===== src/rtl/bin_to_bcd_seq_if.sv =====
// Conversion request/result bundle between a binary source and the BCD display path.
// The master issues start/bin_in; the slave returns busy/done/ovf/bcd_out.
interface bin_to_bcd_seq_if #(
   parameter int BIN_W = 14
);
   logic             start;
   logic [BIN_W-1:0] bin_in;
   logic             busy;
   logic             done;
   logic             ovf;
   logic [15:0]      bcd_out;

   modport master (
      output start,
      output bin_in,
      input  busy,
      input  done,
      input  ovf,
      input  bcd_out
   );

   modport slave (
      input  start,
      input  bin_in,
      output busy,
      output done,
      output ovf,
      output bcd_out
   );
endinterface


===== src/rtl/bin_to_bcd_seq.sv =====
// Sequential double-dabble binary-to-BCD converter, one bit per clock: done BIN_W edges after start.
// No backpressure: start is ignored while busy; bcd_out/ovf change only on the done edge.
module bin_to_bcd_seq #(
   parameter int BIN_W = 14
) (
   input  logic             clk,
   input  logic             rst,
   bin_to_bcd_seq_if.slave  bus
);
   typedef enum logic {IDLE, SHIFT} state_t;

   localparam logic [3:0] LAST_CNT = 4'(BIN_W - 1);

   state_t           state_q, state_d;
   logic [BIN_W-1:0] bin_q,   bin_d;
   logic [19:0]      acc_q,   acc_d;
   logic [3:0]       cnt_q,   cnt_d;
   logic             done_q,  done_d;
   logic             ovf_q,   ovf_d;
   logic [15:0]      bcd_q,   bcd_d;

   logic [19:0]      adj;
   logic [20:0]      shl;

   always_ff @(posedge clk) begin
      if (rst) begin
         state_q <= IDLE;
         bin_q   <= '0;
         acc_q   <= '0;
         cnt_q   <= '0;
         done_q  <= 1'b0;
         ovf_q   <= 1'b0;
         bcd_q   <= '0;
      end else begin
         state_q <= state_d;
         bin_q   <= bin_d;
         acc_q   <= acc_d;
         cnt_q   <= cnt_d;
         done_q  <= done_d;
         ovf_q   <= ovf_d;
         bcd_q   <= bcd_d;
      end
   end

   always_comb begin
      adj = '0;
      for (int i = 0; i < 5; i++) begin
         adj[4*i +: 4] = (acc_q[4*i +: 4] >= 4'd5) ? acc_q[4*i +: 4] + 4'd3
                                                   : acc_q[4*i +: 4];
      end
      // Bit 20 can only be set by a value beyond five digits; fold it into overflow.
      shl = {adj, bin_q[BIN_W-1]};
   end

   always_comb begin
      state_d = state_q;
      bin_d   = bin_q;
      acc_d   = acc_q;
      cnt_d   = cnt_q;
      done_d  = 1'b0;
      ovf_d   = ovf_q;
      bcd_d   = bcd_q;

      unique case (state_q)
         IDLE: begin
            if (bus.start) begin
               bin_d   = bus.bin_in;
               acc_d   = '0;
               cnt_d   = '0;
               state_d = SHIFT;
            end
         end
         SHIFT: begin
            acc_d = shl[19:0];
            bin_d = {bin_q[BIN_W-2:0], 1'b0};
            cnt_d = cnt_q + 4'd1;
            if (cnt_q == LAST_CNT) begin
               done_d  = 1'b1;
               state_d = IDLE;
               if (|shl[20:16]) begin
                  ovf_d = 1'b1;
                  bcd_d = 16'h9999;
               end else begin
                  ovf_d = 1'b0;
                  bcd_d = shl[15:0];
               end
            end
         end
         default: state_d = IDLE;
      endcase
   end

   assign bus.busy    = (state_q == SHIFT);
   assign bus.done    = done_q;
   assign bus.ovf     = ovf_q;
   assign bus.bcd_out = bcd_q;
endmodule

===== src/flat_wrapper.sv =====
// flat-port wrapper written by rule: the top's interface ports become plain ports
module bin_to_bcd_seq_flat 
#(
   parameter int BIN_W = 14
)
  (clk, rst, bus_start, bus_bin_in, bus_busy, bus_done, bus_ovf, bus_bcd_out);
  bin_to_bcd_seq_if #(.BIN_W(BIN_W)) bus_i ();
  input  logic clk;
  input  logic rst;
  input wire logic [$bits(bus_i.start)-1:0] bus_start;
  input wire logic [$bits(bus_i.bin_in)-1:0] bus_bin_in;
  output wire logic [$bits(bus_i.busy)-1:0] bus_busy;
  output wire logic [$bits(bus_i.done)-1:0] bus_done;
  output wire logic [$bits(bus_i.ovf)-1:0] bus_ovf;
  output wire logic [$bits(bus_i.bcd_out)-1:0] bus_bcd_out;
  assign bus_i.start = bus_start;
  assign bus_i.bin_in = bus_bin_in;
  assign bus_busy = bus_i.busy;
  assign bus_done = bus_i.done;
  assign bus_ovf = bus_i.ovf;
  assign bus_bcd_out = bus_i.bcd_out;
  bin_to_bcd_seq #(.BIN_W(BIN_W)) u_core (.clk(clk), .rst(rst), .bus(bus_i));
endmodule

===== config.mk =====
export PLATFORM = sky130hd
export DESIGN_NAME = bin_to_bcd_seq_flat
export DESIGN_NICKNAME = d
export VERILOG_FILES = /design/src/rtl/bin_to_bcd_seq_if.sv /design/src/rtl/bin_to_bcd_seq.sv /design/src/flat_wrapper.sv
export SDC_FILE = /design/constraint.sdc
export NUM_CORES = 1
export LEC_CHECK = 0
export CELL_PAD_IN_SITES_DETAIL_PLACEMENT = 2
export CELL_PAD_IN_SITES_GLOBAL_PLACEMENT = 2
export CORE_MARGIN = 3
export CORE_UTILIZATION = 30
export CTS_CLUSTER_SIZE = 16
export DETAILED_ROUTE_END_ITERATION = 10
export HOLD_SLACK_MARGIN = 0.05
export PLACE_DENSITY = 0.75
export SLEW_MARGIN = 30
export SYNTH_ARGS = -nofsm -noshare
export SYNTH_HDL_FRONTEND = slang
export SYNTH_SLANG_ARGS = --single-unit

===== constraint.sdc =====
create_clock -name clk -period 1.7 [get_ports clk]
set_clock_uncertainty 0.1 [all_clocks]
set_input_delay 0.51 -clock clk [delete_from_list [all_inputs] [get_ports clk]]
set_output_delay 0.51 -clock clk [all_outputs]
set_load 0.03 [all_outputs]

==> flow_metrics.env <==
export IMPL_ioPinCount=36
export IMPL_critPathKind="register to register"
export IMPL_status="finished with violations"
export IMPL_rsz0062_at_grt="true"
export IMPL_setup_violations_final=18
export IMPL_synthCells=345
export IMPL_first_pass_iters=4
export IMPL_fp_dieH_um=103.8
export IMPL_start_kind="register"
export IMPL_cts_sinks=57
export IMPL_fp_dieArea_um2=10770
export IMPL_grt_pass1_wl_um=15270
export IMPL_synth_xor_area_share_pct=0.3054
export IMPL_synth_cell_types=34
export IMPL_ir_drop_mv=0.3385
export IMPL_antenna_found_initial=0
export IMPL_place_congestion=0.7393
export IMPL_start_util_pct=30.89
export IMPL_critPathBufInv=2
export IMPL_worstPathMaxFanout=6
export IMPL_synthAdderAreaFrac_pct=5.236
export IMPL_slowest_delay_ns=0.38
export IMPL_synth_edf_count=0
export IMPL_syn_area_per_cell_um2=8.312
export IMPL_clkTransAtPathRegs_ns=0.07
export IMPL_drive_gt1_share_pct=26.94
export IMPL_r2r_start="u_core.acc_q[0]"
export IMPL_cts_buffers=9
export IMPL_synth_seq_cells=57
export IMPL_clk_latency_ns=0.35
export IMPL_route_vias_total=2839
export IMPL_max_cap_violations=0
export IMPL_fin_crit_sh_pct=108.9
export IMPL_synth_compound_area_share_pct=20.29
export IMPL_drt_wl_total_um=9621
export IMPL_h_tree_depth=3
export IMPL_worstPathRequired_ns=1.86
export IMPL_p_leak_nw=1.581
export IMPL_worst_slack_ns=-0.1511
export IMPL_final_common_cell="nor2_1"
export IMPL_ys_flop_type="dfxtp_1"
export IMPL_yosys_area_share_simple_pct=22.86
export IMPL_hold_path_class="input pin to register"
export IMPL_end_kind="register"
export IMPL_nets=436
export IMPL_hp_start="rst"
export IMPL_setup_tns_ns=-1.532
export IMPL_reg2reg_depth=6
export IMPL_slowest_stage="dfxtp_2"
export IMPL_powerDensity_nw_per_um2=805.5
export IMPL_worstSetupPathDepth=6
export IMPL_fin_crit_ns=1.851
export IMPL_grt_pass1_vias=2959
export IMPL_holdPathEnd="u_core.acc_q[19]"
export IMPL_fmax_ghz=0.5402
export IMPL_drt_iter0_drc=68
export IMPL_rrSetupSlack_ns=-0.15
export IMPL_final_cell_mix="nor2_1 (51), dfxtp_1 (46), buf_4 (34)"
export IMPL_wl_per_cell_um=17.78
export IMPL_violations="setup timing"
export IMPL_viasPerCell=5.248
export IMPL_slew_violations=0
export IMPL_hold_path_cell_count=2
export IMPL_yosys_warnings=0
export IMPL_synth_top_family_by_area="simple AND/OR/NAND/NOR gates"
export IMPL_area_growth_pct=43.85
export IMPL_rows=35
export IMPL_grt_total_usage_pct=17.41
export IMPL_grt_overflow=0
export IMPL_hold_viol_final=0
export IMPL_post_dp_hpwl_um=5943
export IMPL_relSlewSlack_pct=74.11
export IMPL_critPathTopFamily="compound AO/OA/AOI/OAI gates"
export IMPL_die_w_um=103.8
export IMPL_drc=0
export IMPL_yosys_mux_area_fraction_pct=5.628
export IMPL_cts_tree="built"
export IMPL_syn_area_um2=2868
export IMPL_syn_nets=374
export IMPL_antenna_cells=0
export IMPL_rr_endpoint="u_core.bus.bcd_out[3]"
export IMPL_portBuffers=35
export IMPL_cts_root_buf="clkbuf_8"
export IMPL_worst_slew_pin_slew_ns=0.3875
export IMPL_grt_max_degree=44
export IMPL_post_route_util_pct=44.43
export IMPL_arrival_ns=2.01
export IMPL_hold_buffers=0
export IMPL_coreArea_um2=9284
export IMPL_async_reset_ff_share_pct=0
export IMPL_clock_path_buffers=2
export IMPL_worstPathCellList="inv_1, ha_1, buf_4, nor3b_1, a21oi_1, a311oi_1"
export IMPL_yosysSeqAreaShare_pct=39.79
export IMPL_ant_nets=0
-- cell usage after synthesis (all sizes together) (4+ instances only) --
cell / n / share of area (%)
a211o: 9 / 2.7
nor2: 51 / 6.7
ha: 12 / 5.2
a211oi: 6 / 1.7
o21ai: 17 / 3.0
nand3: 13 / 2.3
mux2i: 15 / 5.2
inv: 19 / 2.5
or3: 4 / 0.87
clkbuf: 20 / 2.6
nand2b: 8 / 1.7
o32ai: 8 / 2.4
a31oi: 16 / 3.5
nor3: 11 / 1.9
dfxtp: 57 / 40
nor3b: 16 / 4.2
a21oi: 29 / 5.1
and2: 12 / 2.6
buf: 4 / 0.79
-- stage by stage --
step	power, mW	area, um^2	hold slack, ns	worst slack [ns]	instances
final	3.323	4125	0.3335	-0.1511	541
after global routing	3.460	4125	0.3316	-0.2443	541
after CTS	3.355	4005	0.3250	-0.1188	540
after detailed placement	1.639	3612	0.3721	-0.2800	523
after global placement	1.629	3612	0.3664	-0.2437	523
after floorplan	1.534	2883	0.3537	-0.05291	345
-- per-layer routing --
layer  up-vias  part of all wire (%)  GRT usage (%)
li1       1361                     -              -
met1      1405                    44          21.34
met2        56                    51          30.70
met3        17                   2.8          2.492
met4         0                   2.3          6.933
met5         -                     0              0
-- how the worst max path moves through the flow --
| stage | start | end | slack (ns) |
|---|---|---|---|
| 2_1_floorplan | u_core.acc_q[16] | u_core.bus.bcd_out[15] | -0.05 |
| 3_3_place_gp | bus_start | u_core.bin_q[1] | -0.24 |
| 3_5_place_dp | bus_start | u_core.bin_q[9] | -0.28 |
| 4_1_cts | u_core.acc_q[17] | u_core.bus.bcd_out[3] | -0.12 |
| 5_1_grt | u_core.acc_q[0] | u_core.bus.bcd_out[3] | -0.24 |
| 6_report | u_core.acc_q[0] | u_core.bus.bcd_out[3] | -0.15 |
-- worst register-to-register path, delay by kind of cell (launching register included) --
kind	cells	cell delay, ns
simple gates	1	0.35
compound gates	2	0.44
flops	1	0.38
fa+ha+maj	1	0.24
buf+inv	2	0.25
-- logic make-up after synthesis --
group                      after synthesis
and+or+nand+nor                        125
AOI/OAI and AO/OA                       91
DFF                                     57
buffers and inverters                   43
muxes                                   16
adders and majority gates               12
xor gates and xnor gates                 1
-- cell type report --
| cell class | count | area [um^2] |
|---|---|---|
| inverter | 19 | 71.32 |
| sequential | 57 | 1157 |
| tap | 129 | 161.4 |
| clock inverter | 6 | 130.1 |
| clock buffer | 10 | 127.6 |
| multi-input combinational | 245 | 1803 |
| timing repair buffer | 75 | 674.4 |
| fill | 1027 | 5159 |
-- where the power goes --
part / leakage, nW / internal, mW / switching [mW]
logic: 0.984 / 0.109 / 0.127
clock network: 0.130 / 1.12 / 0.583
registers: 0.467 / 1.36 / 0.0256
total: 1.58 / 2.59 / 0.736
-- repair_timing --
action | 4_1_cts | 5_1_grt
pin swaps | 4 | 11
setup endpoints to repair | 41 | 47
setup buffers | 1 | 0
gates cloned | 0 | 1
gates resized for setup | 57 | 37
-- sequential cells by signal, summed over array words and instances, names as in the netlist --
signal              cells
u_core.bin_q           14
u_core.acc_q           20
u_core.cnt_q            4
u_core.bus.bcd_out     16
u_core.bus.done         1
u_core.bus.busy         1
u_core.bus.ovf          1
(Power assumes the default switching activity.)
